`config.mk`:
```
export PLATFORM = sky130hd
export DESIGN_NAME = sum_share_arbiter
export DESIGN_NICKNAME = d
export VERILOG_FILES = /design/src/rtl/sum_share_arbiter.sv
export SDC_FILE = /design/constraint.sdc
export NUM_CORES = 1
export LEC_CHECK = 0
export ABC_AREA = 1
export ABC_CLOCK_PERIOD_IN_PS = 5510
export CAP_MARGIN = 20
export CELL_PAD_IN_SITES_DETAIL_PLACEMENT = 1
export CELL_PAD_IN_SITES_GLOBAL_PLACEMENT = 1
export CORE_MARGIN = 5
export CORE_UTILIZATION = 30
export CTS_CLUSTER_SIZE = 10
export DETAILED_ROUTE_END_ITERATION = 8
export PLACE_DENSITY_LB_ADDON = 0.1
export SLEW_MARGIN = 25
export SYNTH_ARGS = -nofsm -noshare
export SYNTH_HDL_FRONTEND = slang
export SYNTH_SLANG_ARGS = --single-unit
```
`constraint.sdc`:
```
create_clock -name iCLK -period 5.51 [get_ports iCLK]
set_input_delay 1.102 -clock iCLK [delete_from_list [all_inputs] [get_ports iCLK]]
set_output_delay 1.102 -clock iCLK [all_outputs]
set_load 0.03 [all_outputs]
```
`src/rtl/sum_share_arbiter.sv`:
```
// Round-robin front end for one shared pipelined SIZE-lane sum tree.
// Requester IDs ride an in-order tag FIFO and are re-attached to each returning sum.
module sum_share_arbiter #(
    parameter int unsigned WIDTH = 8,
    parameter int unsigned SIZE  = 5,
    parameter int unsigned REQS  = 4,
    parameter int unsigned DEPTH = 8
) (
    input  logic                                        iCLK,
    input  logic                                        iRST,
    input  logic [REQS-1:0]                             iValid_AS,
    output logic [REQS-1:0]                             oReady_AS,
    input  logic [REQS*SIZE*WIDTH-1:0]                  iData_AS,
    output logic [SIZE-1:0]                             oValid_BT,
    input  logic [SIZE-1:0]                             iReady_BT,
    output logic [SIZE*WIDTH-1:0]                       oData_BT,
    input  logic                                        iValid_AT,
    output logic                                        oReady_AT,
    input  logic [$clog2(SIZE)+WIDTH-1:0]               iData_AT,
    output logic                                        oValid_BM,
    input  logic                                        iReady_BM,
    output logic [$clog2(SIZE)+WIDTH-1:0]               oData_BM,
    output logic [((REQS > 1) ? $clog2(REQS) : 1)-1:0]  oTag_BM,
    output logic                                        oBusy,
    output logic                                        oErr
);

    localparam int unsigned TW = (REQS > 1) ? $clog2(REQS) : 1;
    localparam int unsigned AW = (DEPTH > 1) ? $clog2(DEPTH) : 1;
    localparam int unsigned CW = $clog2(DEPTH + 1);
    localparam int unsigned VW = SIZE * WIDTH;

    typedef enum logic {StEmpty, StFull} issue_state_t;

    issue_state_t   state_q;
    logic [VW-1:0]  vec_q;
    logic [TW-1:0]  rr_ptr_q;
    logic [TW-1:0]  fifo_mem [DEPTH];
    logic [AW-1:0]  wr_ptr_q;
    logic [AW-1:0]  rd_ptr_q;
    logic [CW-1:0]  count_q;
    logic           err_q;

    logic           issue;
    logic           can_accept;
    logic           found;
    logic           accept;
    logic           pop;
    logic [TW-1:0]  grant_idx;
    logic [TW-1:0]  cand;

    assign issue      = (state_q == StFull) && (&iReady_BT);
    assign can_accept = ((state_q == StEmpty) || issue) && (count_q < CW'(DEPTH));

    // First valid requester at or after rr_ptr_q, wrapping modulo REQS.
    always_comb begin
        found     = 1'b0;
        grant_idx = '0;
        cand      = '0;
        for (int i = 0; i < int'(REQS); i++) begin
            cand = TW'((32'(rr_ptr_q) + 32'(i)) % REQS);
            if (!found && iValid_AS[cand]) begin
                found     = 1'b1;
                grant_idx = cand;
            end
        end
    end

    assign accept    = can_accept && found;
    assign oReady_AS = accept ? (REQS'(1) << grant_idx) : '0;
    assign pop       = iValid_AT && iReady_BM && (count_q != '0);

    always_ff @(posedge iCLK) begin
        if (iRST) begin
            state_q  <= StEmpty;
            vec_q    <= '0;
            rr_ptr_q <= '0;
            wr_ptr_q <= '0;
            rd_ptr_q <= '0;
            count_q  <= '0;
            err_q    <= 1'b0;
        end else begin
            if (accept) begin
                state_q  <= StFull;
                vec_q    <= iData_AS[grant_idx*VW +: VW];
                rr_ptr_q <= (grant_idx == TW'(REQS - 1)) ? '0 : grant_idx + 1'b1;
                wr_ptr_q <= (wr_ptr_q == AW'(DEPTH - 1)) ? '0 : wr_ptr_q + 1'b1;
            end else if (issue) begin
                state_q <= StEmpty;
            end
            if (pop) begin
                rd_ptr_q <= (rd_ptr_q == AW'(DEPTH - 1)) ? '0 : rd_ptr_q + 1'b1;
            end
            unique case ({accept, pop})
                2'b10:   count_q <= count_q + 1'b1;
                2'b01:   count_q <= count_q - 1'b1;
                default: count_q <= count_q;
            endcase
            // A result with no outstanding tag means the tree and arbiter are out of step.
            if (iValid_AT && (count_q == '0)) begin
                err_q <= 1'b1;
            end
        end
    end

    always_ff @(posedge iCLK) begin
        if (accept) begin
            fifo_mem[wr_ptr_q] <= grant_idx;
        end
    end

    assign oValid_BT = {SIZE{state_q == StFull}};
    assign oData_BT  = vec_q;
    assign oValid_BM = iValid_AT;
    assign oReady_AT = iReady_BM;
    assign oData_BM  = iData_AT;
    assign oTag_BM   = (count_q != '0) ? fifo_mem[rd_ptr_q] : '0;
    assign oBusy     = (count_q != '0);
    assign oErr      = err_q;

endmodule
```
==> results.md, run 1 <==
Status
• completed — outcome

Clocking
• 9 — number of clock buffers inserted by TritonCTS
• 3 — H-tree depth
• 0 — Setup Fix Bufs, Post-CTS
• 2 — maximum count of clock buffers along a single path
• 0 — CTS resizes
• built — TritonCTS clock tree
• 0.07 ns — Clock Pin Slew Worst Setup and Hold Paths
• 73 — Clock Sinks
• 0.35 ns — clock latency on the worst-skew pair
• sky130_fd_sc_hd__clkbuf_16 — clock root buffer master
• 0 — number of buffers added to fix hold violations after cts

Pwr
• 4.240 nW — leakage power of the design
• 0.0003558 V — maximum vdd drop
• 590.6 nW/um^2 — power per cell area

Drt
• 0 — Routed Antenna Nets
• 15.24 um — mean routed wirelength per cell
• 20.53 mm — total length of routed wires
• 0 — Remaining DRCs
• 6276 — routed via count
• 4 — Pre-antenna DRT Iters
• 4.659 — via/cell ratio
• 264 — number of DRC markers in iteration 0

Yosys
• simple AND/OR/NAND/NOR gates — main combinational cell family by area after synthesis
• 0.006260 — xor and xnor fraction of the mapped netlist area
• 0 — multiplexer fraction of the synthesized cell area
• 73 — flops & latches, synth
• 0.2897 — sequential cell area fraction in the yosys report
• 936 — gate count of the mapped netlist
• 0.02459 — Synth Area in Adders
• 5597 sq um — area of the mapped netlist
• 5.979 sq um — Avg Synthesized Cell Area
• 0.4105 — fraction of the mapped netlist area in simple logic gates
• 30 — count of different cell masters after synthesis
• 1131 — synthesized netlist net count
• 0.03711 — fraction of the mapped netlist area in compound gates
• 0 — number of warning messages in the yosys log

Die
• 0.3022 — Initial Utilization
• 18520 sq um — floorplan core area
• 21490 sq um — Total Die Area
• 50 — floorplan row count
• 250 — Boundary Pins
• 146.6 um — Die H
• 146.6 um — Chip Width

Setup path
• sky130_fd_sc_hd__inv_1 — most frequent cell on the critical path
• 25 — maximum net fanout on the critical path
• 3.45 ns — Data arrival, critical path
• sky130_fd_sc_hd__clkdlybuf4s50_1 — worst-path cell with the longest stage delay
• rr_ptr_q[0] — Critical R2R Launch
• iValid_AS[3] — critical path startpoint
• output port — kind of capture point of the worst setup path
• oData_BT[2] — worst reg2reg endpoint
• input pin — startpoint class of the critical path
• 15 — cell depth of the worst flop-to-flop path
• 2.44 ns — Worst R2R Setup Slack
• 0.49 ns — delay of the slowest cell on the worst path
• in -> out — critical path type
• 4.41 ns — critical path required time
• clkdlybuf4s50_1, inv_1, nand2_1, nand3_1, nand2_1, clkinv_1, nand3_4, nand3_4, inv_1, ha_1, inv_1, nor2_1, buf_4 — critical path cell sequence

Global route
• 0 — global route total overflow
• 2 — initial antenna violation count
• 33.09 mm — wire length of the first global-routing pass
• 0.1893 — Tot GR Track Use
• 6345 — via count of the first global-routing pass
• 81 — maximum number of pins on one net before global-route repair

Final layout
• 1302 — Nets
• 44.78% — layout overhead on the synthesized area
• 226 x sky130_fd_sc_hd__inv_1, 222 x sky130_fd_sc_hd__clkdlybuf4s50_1, 169 x sky130_fd_sc_hd__nand2_1 — highest-count cells in the layout ignoring fill and taps
• 2448 — final-layout fill cell count
• 0.4376 — utilization of the core after routing
• 0.03597 — ratio of cells with drive above 1 in the final layout
• sky130_fd_sc_hd__inv_1 — leading cell type in the layout, fill and taps excluded

Place
• 14.71 mm — placed wire-length estimate after detailed placement
• 227 — # port buffers
• 0.7958 — final RePlAce weighted congestion

Min path
• oErr — Hold Path End
• 2 — cell count of the worst hold path
• reg -> reg — worst hold-check path type
• oErr — Hold Path Origin

Timing
• 0.8264 — Final period util
• 0 — hold violation total from the final report
• 0.01300 ns — Clock Skews
• 0 — pins over their slew limit
• 0.9402 ns — Slew @ Worst Pin
• 4.554 ns — post-layout minimum cycle time
• 0 — final setup violating endpoints
• false — setup repair after global routing missed its margin
• 0 ns — Setup TNS Final
• 0.2196 GHz — peak clock frequency supported by timing
• 0.3732 — max_slew headroom

Run
• 0 — max-cap viol count

==> area by class of cell <==
type	count	area, sq um	share of cell area
Multi-Input combinational cell	557	2698	0.3329
Antenna cell	1	2.502	0.0003088
Clock buffer	9	225.2	0.02779
Clock inverter	7	66.31	0.008184
Sequential cell	73	1622	0.2001
Tap cell	234	292.8	0.03613
Inverter	231	867.1	0.1070
Timing Repair Buffer	235	2330	0.2875
==> flip-flops by register name, indices dropped and copies added (netlist names), named ones only <==
name,flops
rr_ptr_q,2
fifo_mem,16
state_q,1
oErr,1
count_q,4
rd_ptr_q,3
oData_BT,40
wr_ptr_q,3
==> logic make-up (layout without fill, tap and decap cells) <==
logic type / after synthesis / after routing
adders and majority gates: 11 / 11
xor gates and xnor gates: 4 / 4
AOI/OAI and AO/OA: 39 / 39
buffers and inverters: 306 / 482
other: 0 / 1
DFF: 73 / 73
and+or+nand+nor: 503 / 503
==> through the flow <==
stage	total power (W)	setup WS (ns)	hold slack, ns	instance area [sq um]	cells
6_report	0.004786	0.9564	0.4475	8103	1347
3_5_place_dp	0.004260	0.9310	0.4394	7809	1330
2_1_floorplan	0.003265	1.597	0.4526	5597	936
5_1_grt	0.005288	0.7001	0.4924	8103	1347
4_1_cts	0.004868	0.9158	0.4505	8100	1346
3_3_place_gp	0.004213	1.016	0.4391	7809	1330
==> critical path, delay by kind of cell <==
kind          cells  cell delay, ns
buf+inv           6            1.30
simple gates      6            0.83
fa+ha+maj         1            0.21
==> cell usage after synthesis <==
| master | instances | area [sq um] |
|---|---|---|
| sky130_fd_sc_hd__a21boi_0 | 1 | 7.510 |
| sky130_fd_sc_hd__a21oi_1 | 9 | 45.04 |
| sky130_fd_sc_hd__a31oi_1 | 2 | 12.51 |
| sky130_fd_sc_hd__and3_1 | 1 | 6.260 |
| sky130_fd_sc_hd__buf_1 | 6 | 22.52 |
| sky130_fd_sc_hd__buf_2 | 17 | 85.08 |
| sky130_fd_sc_hd__buf_4 | 28 | 210.2 |
| sky130_fd_sc_hd__buf_6 | 3 | 33.78 |
| sky130_fd_sc_hd__clkbuf_1 | 21 | 78.83 |
| sky130_fd_sc_hd__clkinv_1 | 1 | 3.750 |
| sky130_fd_sc_hd__dfxtp_1 | 57 | 1141 |
| sky130_fd_sc_hd__edfxtp_1 | 16 | 480.5 |
| sky130_fd_sc_hd__ha_1 | 11 | 137.6 |
| sky130_fd_sc_hd__inv_1 | 226 | 848.3 |
| sky130_fd_sc_hd__inv_2 | 4 | 15.01 |
| sky130_fd_sc_hd__nand2_1 | 169 | 634.4 |
| sky130_fd_sc_hd__nand2_2 | 3 | 18.77 |
| sky130_fd_sc_hd__nand3_1 | 128 | 640.6 |
| sky130_fd_sc_hd__nand3_2 | 2 | 20.02 |
| sky130_fd_sc_hd__nand3_4 | 1 | 17.52 |
| sky130_fd_sc_hd__nand4_1 | 81 | 506.7 |
| sky130_fd_sc_hd__nor2_1 | 116 | 435.4 |
| sky130_fd_sc_hd__nor2_4 | 1 | 11.26 |
| sky130_fd_sc_hd__nor4_1 | 1 | 6.260 |
| sky130_fd_sc_hd__o211a_1 | 1 | 10.01 |
| sky130_fd_sc_hd__o21ai_0 | 22 | 110.1 |
| sky130_fd_sc_hd__o21ai_1 | 2 | 10.01 |
| sky130_fd_sc_hd__o22ai_1 | 2 | 12.51 |
| sky130_fd_sc_hd__xnor2_1 | 1 | 8.760 |
| sky130_fd_sc_hd__xor2_1 | 3 | 26.28 |
==> metal layers <==
metal | track usage | share of wire | vias up
met4 | 0.04986 | 0.016 | 2
met2 | 0.3141 | 0.46 | 191
met1 | 0.2302 | 0.43 | 2825
li1 | - | - | 3231
met3 | 0.07200 | 0.091 | 27
met5 | 0 | 0.00097 | -
==> power breakdown <==
part | internal, W | switching [W] | total [W]
clock network | 0.000319 | 0.000270 | 0.000589
logic | 0.00111 | 0.00219 | 0.00331
registers | 0.000780 | 0.000111 | 0.000890
total | 0.00221 | 0.00257 | 0.00479
==> worst max-delay path by stage <==
| stage | endpoint | slack [ns] | cells past startpoint |
|---|---|---|---|
| 4_1_cts | oReady_AS[1] | 0.92 | 15 |
| 6_report | oReady_AS[1] | 0.96 | 13 |
| 3_5_place_dp | oReady_AS[3] | 0.93 | 15 |
| 3_3_place_gp | oReady_AS[1] | 1.02 | 13 |
| 2_1_floorplan | oReady_AS[3] | 1.60 | 12 |
| 5_1_grt | oReady_AS[1] | 0.70 | 15 |
No activity file was read; power rests on OpenSTA's default activity.
==> run 2: changes to the inputs <==
--- a/config.mk
+++ b/config.mk
@@ -6,12 +6,12 @@
 export NUM_CORES = 1
 export LEC_CHECK = 0
 export ABC_AREA = 1
-export ABC_CLOCK_PERIOD_IN_PS = 5510
+export ABC_CLOCK_PERIOD_IN_PS = 4550
 export CAP_MARGIN = 20
 export CELL_PAD_IN_SITES_DETAIL_PLACEMENT = 1
 export CELL_PAD_IN_SITES_GLOBAL_PLACEMENT = 1
 export CORE_MARGIN = 5
-export CORE_UTILIZATION = 30
+export CORE_UTILIZATION = 28
 export CTS_CLUSTER_SIZE = 10
 export DETAILED_ROUTE_END_ITERATION = 8
 export PLACE_DENSITY_LB_ADDON = 0.1
==> constraint.sdc (replaced) <==
create_clock -name iCLK -period 4.55 [get_ports iCLK]
set_input_delay 0.91 -clock iCLK [delete_from_list [all_inputs] [get_ports iCLK]]
set_output_delay 0.91 -clock iCLK [all_outputs]
set_load 0.03 [all_outputs]
==> run 2 against run 1 <==
  * Flip-flop and latch count did not move
  * Core utilization fell by 1.9 points
  * Die area rose by 6.6%
  * Setup slack got worse by 0.45 ns
  * Power rose by 24%
  * Cell area rose by 1.3%
  * Via count rose by 2.1%
  * Combinational power rose by 24%
  * Clock skew fell by 0.0023 ns
  * Global-route usage fell by 0.29 points
  * Critical path type unchanged
==> results.md, run 2 (same netlist as run 1, synthesis figures left out) <==
Setup path
• 3.13 ns — Data arrival, critical path, -0.32 ns
• 0.68 ns — delay of the slowest cell on the worst path, +0.19 ns
• sky130_fd_sc_hd__inv_1 — most frequent cell on the critical path
• sky130_fd_sc_hd__clkdlybuf4s50_1 — worst-path cell with the longest stage delay
• rr_ptr_q[0] — Critical R2R Launch
• oData_BT[16] — worst reg2reg endpoint
• in -> out — critical path type
• output port — kind of capture point of the worst setup path
• 16 — cell depth of the worst flop-to-flop path, +1
• oReady_AS[1] — CP Capture Point
• 3.64 ns — critical path required time, -0.77 ns
• 2 — maximum net fanout on the critical path, -92%
• input pin — startpoint class of the critical path
• iValid_AS[1] — critical path startpoint
• clkdlybuf4s50_1, inv_1, nand2_1, nand3_1, nand2_1, clkinv_1, nand3_4, nand3_4, inv_1, ha_1, inv_1, nor2_1, clkdlybuf4s50_1 — critical path cell sequence
• 1.67 ns — Worst R2R Setup Slack, -0.77 ns

Global route
• 33.63 mm — wire length of the first global-routing pass, +1.6%
• 81 — maximum number of pins on one net before global-route repair, unchanged
• 0 — initial antenna violation count, -2
• 0 — global route total overflow, unchanged
• 6415 — via count of the first global-routing pass, +1.1%
• 0.1864 — Tot GR Track Use, -0.002887

Clocking
• sky130_fd_sc_hd__clkbuf_16 — clock root buffer master
• 9 — number of clock buffers inserted by TritonCTS, unchanged
• 73 — Clock Sinks, unchanged
• 0 — Setup Fix Bufs, Post-CTS, unchanged
• built — TritonCTS clock tree
• 0.07 ns — Clock Pin Slew Worst Setup and Hold Paths, about the same
• 3 — H-tree depth, unchanged
• 0 — number of buffers added to fix hold violations after cts, unchanged
• 0 — CTS resizes, unchanged
• 0.35 ns — clock latency on the worst-skew pair, about the same
• 2 — maximum count of clock buffers along a single path, unchanged

Die
• 151.4 um — Die H, +3.3%
• 19590 sq um — floorplan core area, +5.8%
• 0.2857 — Initial Utilization, -0.01654
• 51 — floorplan row count, +2.0%
• 250 — Boundary Pins, unchanged
• 22920 sq um — Total Die Area, +6.6%
• 151.4 um — Chip Width, +3.3%

Final layout
• sky130_fd_sc_hd__inv_1 — leading cell type in the layout, fill and taps excluded
• 2577 — final-layout fill cell count, +5.3%
• 0.04025 — ratio of cells with drive above 1 in the final layout, +0.004279
• 2698 sq um — area occupied by multi-input gates, unchanged
• 1383 — count of placed standard cells in the final layout, fillers left out, +2.7%
• 40 — number of flip-flops in the largest register, unchanged
• 1308 — Nets, +0.46%
• 0 — Antenna diodes, -1
• 226 x sky130_fd_sc_hd__inv_1, 223 x sky130_fd_sc_hd__clkdlybuf4s50_1, 169 x sky130_fd_sc_hd__nand2_1 — highest-count cells in the layout ignoring fill and taps
• 1622 sq um — flip-flop and latch area, unchanged
• 46.66% — layout overhead on the synthesized area

Place
• 1367 — Inst Count DP, +2.8%
• 0.8165 — final RePlAce weighted congestion, +2.6%
• 14.96 mm — placed wire-length estimate after detailed placement, +1.7%
• 227 — # port buffers, unchanged

Timing
• false — setup repair after global routing missed its margin
• 0 — pins over their slew limit, unchanged
• 4.040 ns — post-layout minimum cycle time
• 0.3180 — max_slew headroom, -0.05523
• 0.8880 — Final period util
• 0 ns — Setup TNS Final, unchanged
• 0 — final setup violating endpoints, unchanged
• 0.2475 GHz — peak clock frequency supported by timing
• 0.01067 ns — Clock Skews, -0.002326 ns
• 0 — hold violation total from the final report, unchanged
• 1.023 ns — Slew @ Worst Pin, +0.08284 ns

Pwr
• 4.276 nW — leakage power of the design, +0.85%
• 0.0005680 V — maximum vdd drop, +60%
• 723.6 nW/um^2 — power per cell area, +23%

Drt
• 15.48 um — mean routed wirelength per cell, +1.6%
• 4.633 — via/cell ratio, -0.55%
• 265 — number of DRC markers in iteration 0, +0.38%
• 21.41 mm — total length of routed wires, +4.3%
• 6408 — routed via count, +2.1%
• 0 — Routed Antenna Nets, unchanged
• 0 — Remaining DRCs, unchanged
• 6 — Pre-antenna DRT Iters, +2

Status
• completed — outcome

Min path
• reg -> reg — worst hold-check path type

Run
• 0 — max-cap viol count, unchanged

-- run 2: report_power, final --
group / leakage, nW / internal (W) / switching (W)
combinational: 3.50 / 0.00140 / 0.00272
clock: 0.154 / 0.000448 / 0.000306
sequential: 0.620 / 0.000944 / 0.000124
-- run 2: routing by layer --
| layer | wire length (um) | track usage | vias to the layer above |
|---|---|---|---|
| met3 | 1871 | 0.06942 | 14 |
| met5 | 0 | 0 | - |
| met1 | 9038 | 0.2174 | 2992 |
| li1 | - | - | 3236 |
| met4 | 203 | 0.04352 | 0 |
| met2 | 10300 | 0.3238 | 166 |
-- run 2: how the worst min path moves through the flow --
stage                           from  cells after the start  slack, ns         end
after floorplan           count_q[3]                      2       0.45  count_q[3]
after detailed placement        oErr                      2       0.44        oErr
after global routing            oErr                      2       0.47        oErr
after CTS                       oErr                      2       0.45        oErr
after global placement          oErr                      2       0.44        oErr
final                           oErr                      2       0.45        oErr
-- run 2: worst max-delay path: cells and delay by family --
kind | cells | cell delay, ns
buf+inv | 6 | 1.46
simple gates | 6 | 0.62
fa+ha+maj | 1 | 0.14
-- run 2: metrics by stage --
stage / util / setup WS, ns / cell area (sq um) / hold WS [ns] / power (W)
4_1_cts: 0.4190 / 0.4765 / 8208 / 0.4534 / 0.006068
3_5_place_dp: 0.4030 / 0.4824 / 7895 / 0.4422 / 0.005270
6_report: 0.4190 / 0.5096 / 8208 / 0.4498 / 0.005939
2_1_floorplan: - / 1.021 / 5597 / 0.4526 / 0.003954
3_3_place_gp: 0.4030 / 0.5356 / 7895 / 0.4365 / 0.005208
5_1_grt: 0.4190 / 0.3063 / 8208 / 0.4732 / 0.006527
-- run 2: area by class of cell --
type                            instances  area share
Clock buffer                           10     0.02912
Clock inverter                          6    0.008994
Inverter                              231      0.1056
Multi-Input combinational cell        557      0.3287
Sequential cell                        73      0.1976
Tap cell                              265     0.04040
Timing Repair Buffer                  241      0.2896
==> run 3: changes to the inputs <==
--- a/config.mk
+++ b/config.mk
@@ -5,17 +5,16 @@
 export SDC_FILE = /design/constraint.sdc
 export NUM_CORES = 1
 export LEC_CHECK = 0
-export ABC_AREA = 1
 export ABC_CLOCK_PERIOD_IN_PS = 4550
 export CAP_MARGIN = 20
 export CELL_PAD_IN_SITES_DETAIL_PLACEMENT = 1
 export CELL_PAD_IN_SITES_GLOBAL_PLACEMENT = 1
 export CORE_MARGIN = 5
-export CORE_UTILIZATION = 28
+export CORE_UTILIZATION = 27
 export CTS_CLUSTER_SIZE = 10
 export DETAILED_ROUTE_END_ITERATION = 8
 export PLACE_DENSITY_LB_ADDON = 0.1
-export SLEW_MARGIN = 25
+export SLEW_MARGIN = 10
 export SYNTH_ARGS = -nofsm -noshare
 export SYNTH_HDL_FRONTEND = slang
 export SYNTH_SLANG_ARGS = --single-unit
==> run 3 against run 2 <==
  * Via count shrank 32%
  * Combinational power shrank 76%
  * Fmax shrank 6.0%
  * Critical endpoint is now oReady_AS[3]
  * Largest cell class is now buffers
==> results.md, run 3 <==
Yosys
• 0.3782 — sequential cell area fraction in the yosys report, +0.08843
• sky130_fd_sc_hd__dfxtp_1 — most common cell in the netlist
• sky130_fd_sc_hd__dfxtp_1 27%, sky130_fd_sc_hd__edfxtp_1 11%, sky130_fd_sc_hd__a221o_1 9.1%, sky130_fd_sc_hd__mux2_1 7.9%, sky130_fd_sc_hd__a211oi_1 7.2% — cell types with the largest area share after synthesis
• 16 — Post-synth EDFFs, unchanged
• 42 — count of different cell masters after synthesis, +40%
• sky130_fd_sc_hd__dfxtp_1 — most area-hungry cell type in the Yosys netlist
• 9.701 sq um — Avg Synthesized Cell Area, +62%
• 57 x sky130_fd_sc_hd__dfxtp_1, 42 x sky130_fd_sc_hd__nand3_1, 41 x sky130_fd_sc_hd__a211oi_1, 41 x sky130_fd_sc_hd__o21ai_0, 39 x sky130_fd_sc_hd__a221o_1 — Commonest cells post-synth
• 637 — synthesized netlist net count, -44%
• 0 — async set or reset register ratio after synthesis, unchanged
• 73 — flops & latches, synth, unchanged
• 442 — gate count of the mapped netlist, -53%
• 0 — number of warning messages in the yosys log, unchanged
• 4288 sq um — area of the mapped netlist, -23%
• 0.2661 — proportion of netlist area held by the largest area contributor, +0.06223
• sky130_fd_sc_hd__dfxtp_1 — top_reg_cell synth

Final layout
• 224 x sky130_fd_sc_hd__clkdlybuf4s50_1, 57 x sky130_fd_sc_hd__dfxtp_1, 42 x sky130_fd_sc_hd__nand3_1 — highest-count cells in the layout ignoring fill and taps
• 0.08621 — ratio of cells with drive above 1 in the final layout, +0.04596
• 1719 — final-layout fill cell count, -33%
• 61.95% — layout overhead on the synthesized area
• 6944 sq um — final design instance area without fill, -15%
• sky130_fd_sc_hd__clkdlybuf4s50_1 — leading cell type in the layout, fill and taps excluded
• 40 — number of flip-flops in the largest register, unchanged
• 828 — Nets, -37%
• 0 — Antenna diodes, unchanged

Die
• 250 — Boundary Pins, unchanged
• 15710 sq um — floorplan core area, -20%
• 136.0 um — Chip Width, -10%
• 136.0 um — Die H, -10%
• 18500 sq um — Total Die Area, -19%
• 0.2729 — Initial Utilization, -0.01279
• 46 — floorplan row count, -9.8%

Timing
• 4.297 ns — post-layout minimum cycle time, +0.2565 ns
• 0.3095 — max_slew headroom, -0.008494
• 0 ns — Setup TNS Final, unchanged
• 0.9444 — Final period util, +0.05637
• 0.2327 GHz — peak clock frequency supported by timing, -6.0%
• 0 — final setup violating endpoints, unchanged
• 0 — hold violation total from the final report, unchanged
• false — setup repair after global routing missed its margin
• 0.007173 ns — Clock Skews, -0.003497 ns
• 0 — pins over their slew limit, unchanged
• 1.034 ns — Slew @ Worst Pin, +0.01055 ns

Place
• 227 — # port buffers, unchanged
• 12.94 mm — placed wire-length estimate after detailed placement, -13%
• 6625 sq um — cell area after placement, -16%
• 0.7545 — final RePlAce weighted congestion, -7.6%

Pwr
• 372.8 nW/um^2 — power per cell area, -48%
• 2.473 nW — leakage power of the design, -42%
• 0.387 — Logic pwr share, -0.306
• 0.318 — sequential fraction of design power, +0.138
• 0.0008864 W — switching power of the nets, -72%
• 0.0001865 V — maximum vdd drop, -67%
• 0.3424 — switching portion of total power, -0.1876
• 0.001702 W — total internal power, -39%
• 0.295 — Clk network pwr share, +0.168

Global route
• 0.2000 — met1 Resource Use GR, -0.01744
• 0.05848 — GRT met3 Usage, -0.01094
• 25.72 mm — wire length of the first global-routing pass, -24%
• 0.3156 — met2 global-route usage, -0.008220
• 0 — global route total overflow, unchanged
• 0.1787 — Tot GR Track Use, -0.007699
• 0 — initial antenna violation count, unchanged
• 45 — maximum number of pins on one net before global-route repair, -44%
• 4736 — via count of the first global-routing pass, -26%
• met2 — GR peak layer

Status
• completed — outcome

Setup path
• 4 — maximum net fanout on the critical path, +2
• in -> out — critical path type
• count_q[3] — Critical R2R Launch
• input pin — startpoint class of the critical path
• 3.64 ns — critical path required time, about the same
• 3.39 ns — Data arrival, critical path, +0.26 ns
• output port — kind of capture point of the worst setup path
• iValid_AS[3] — critical path startpoint

Clocking
• 3 — H-tree depth, unchanged
• 9 — number of clock buffers inserted by TritonCTS, unchanged
• 73 — Clock Sinks, unchanged
• 0 — CTS resizes, unchanged
• 2 — maximum count of clock buffers along a single path, unchanged
• sky130_fd_sc_hd__clkbuf_16 — clock root buffer master
• built — TritonCTS clock tree
• 0.33 ns — clock latency on the worst-skew pair, -0.02 ns
• 0 — number of buffers added to fix hold violations after cts, unchanged
• 0.06 ns — Clock Pin Slew Worst Setup and Hold Paths, about the same
• 0 — Setup Fix Bufs, Post-CTS, unchanged

Min path
• oData_BT[9] — Hold Path Origin
• reg -> reg — worst hold-check path type

Drt
• 190 — number of DRC markers in iteration 0, -28%
• 0 — Routed Antenna Nets, unchanged
• 0 — Remaining DRCs, unchanged
• 19.78 um — mean routed wirelength per cell, +28%
• 4358 — routed via count, -32%
• 16.89 mm — total length of routed wires, -21%
• 4 — Pre-antenna DRT Iters, -2
• 5.103 — via/cell ratio, +10%

Run
• 0 — max-cap viol count, unchanged

## run 3: changes by cell type after synthesis, moves of 30 or more
cell,previous run,this run
sky130_fd_sc_hd__nand2_1,169,13
sky130_fd_sc_hd__nand3_1,128,42
sky130_fd_sc_hd__mux2_1,0,30
sky130_fd_sc_hd__a221o_1,0,39
sky130_fd_sc_hd__nand4_1,81,0
sky130_fd_sc_hd__inv_1,226,4
sky130_fd_sc_hd__nor2_1,116,15
sky130_fd_sc_hd__a211oi_1,0,41
## run 3: logic make-up after synthesis
family / count (synthesis) / share of synthesized area
xor+xnor: 4 / 0.008172
compound gates: 139 / 0.2393
mux: 51 / 0.1421
fa+ha+maj: 11 / 0.03210
buf+inv: 66 / 0.08374
flops: 73 / 0.3782
simple gates: 98 / 0.1164
## run 3: area by class of cell
class	count	area, sq um	area share
Clock buffer	9	225.2	0.03243
Clock inverter	7	93.84	0.01351
Inverter	6	22.52	0.003243
Multi-Input combinational cell	303	2349	0.3382
Sequential cell	73	1622	0.2335
Tap cell	216	270.3	0.03892
Timing Repair Buffer	240	2362	0.3402
## run 3: path summary, 6_finish.rpt
check	end	slack, ns	depth (start not counted)
min reg2reg	oData_BT[9]	0.47	2
min	oData_BT[9]	0.47	2
max reg2reg	count_q[2]	1.62	10
max	oReady_AS[3]	0.25	8
## run 3: power by group through the flow
stage / registers, W / clock network, W / logic (W)
final: 0.000822 / 0.000764 / 0.00100
after global placement: 0.000830 / 0 / 0.000995
after floorplan: 0.000933 / 0 / 0.000485
after global routing: 0.000835 / 0.000817 / 0.00108
after CTS: 0.000823 / 0.000784 / 0.00102
after detailed placement: 0.000834 / 0 / 0.00102
## run 3: worst max-delay path, cell delays in order
cell	delay [ns]
sky130_fd_sc_hd__clkdlybuf4s50_1	0.59
sky130_fd_sc_hd__nor2_1	0.14
sky130_fd_sc_hd__nor4b_1	0.59
sky130_fd_sc_hd__nor2_4	0.04
sky130_fd_sc_hd__inv_1	0.09
sky130_fd_sc_hd__ha_1	0.13
sky130_fd_sc_hd__and3_1	0.20
sky130_fd_sc_hd__clkdlybuf4s50_1	0.69
## run 3: layer usage
metal  up-vias  routed length (um)
li1       2068                   -
met1      2110                6483
met2       150                8723
met3        30                1233
met4         0                 449
met5         -                   0
## run 3: metrics by stage
stage / setup slack (ns) / total power, W / utilization / cells / hold slack [ns]
floorplan: 1.276 / 0.001418 / - / 442 / 0.4837
global placement: 0.3492 / 0.001825 / 0.4216 / 838 / 0.4472
detailed placement: 0.2737 / 0.001850 / 0.4216 / 838 / 0.4642
CTS: 0.2658 / 0.002626 / 0.4419 / 854 / 0.4756
global route: 0.1707 / 0.002731 / 0.4419 / 854 / 0.4973
finish: 0.2532 / 0.002589 / 0.4419 / 854 / 0.4743
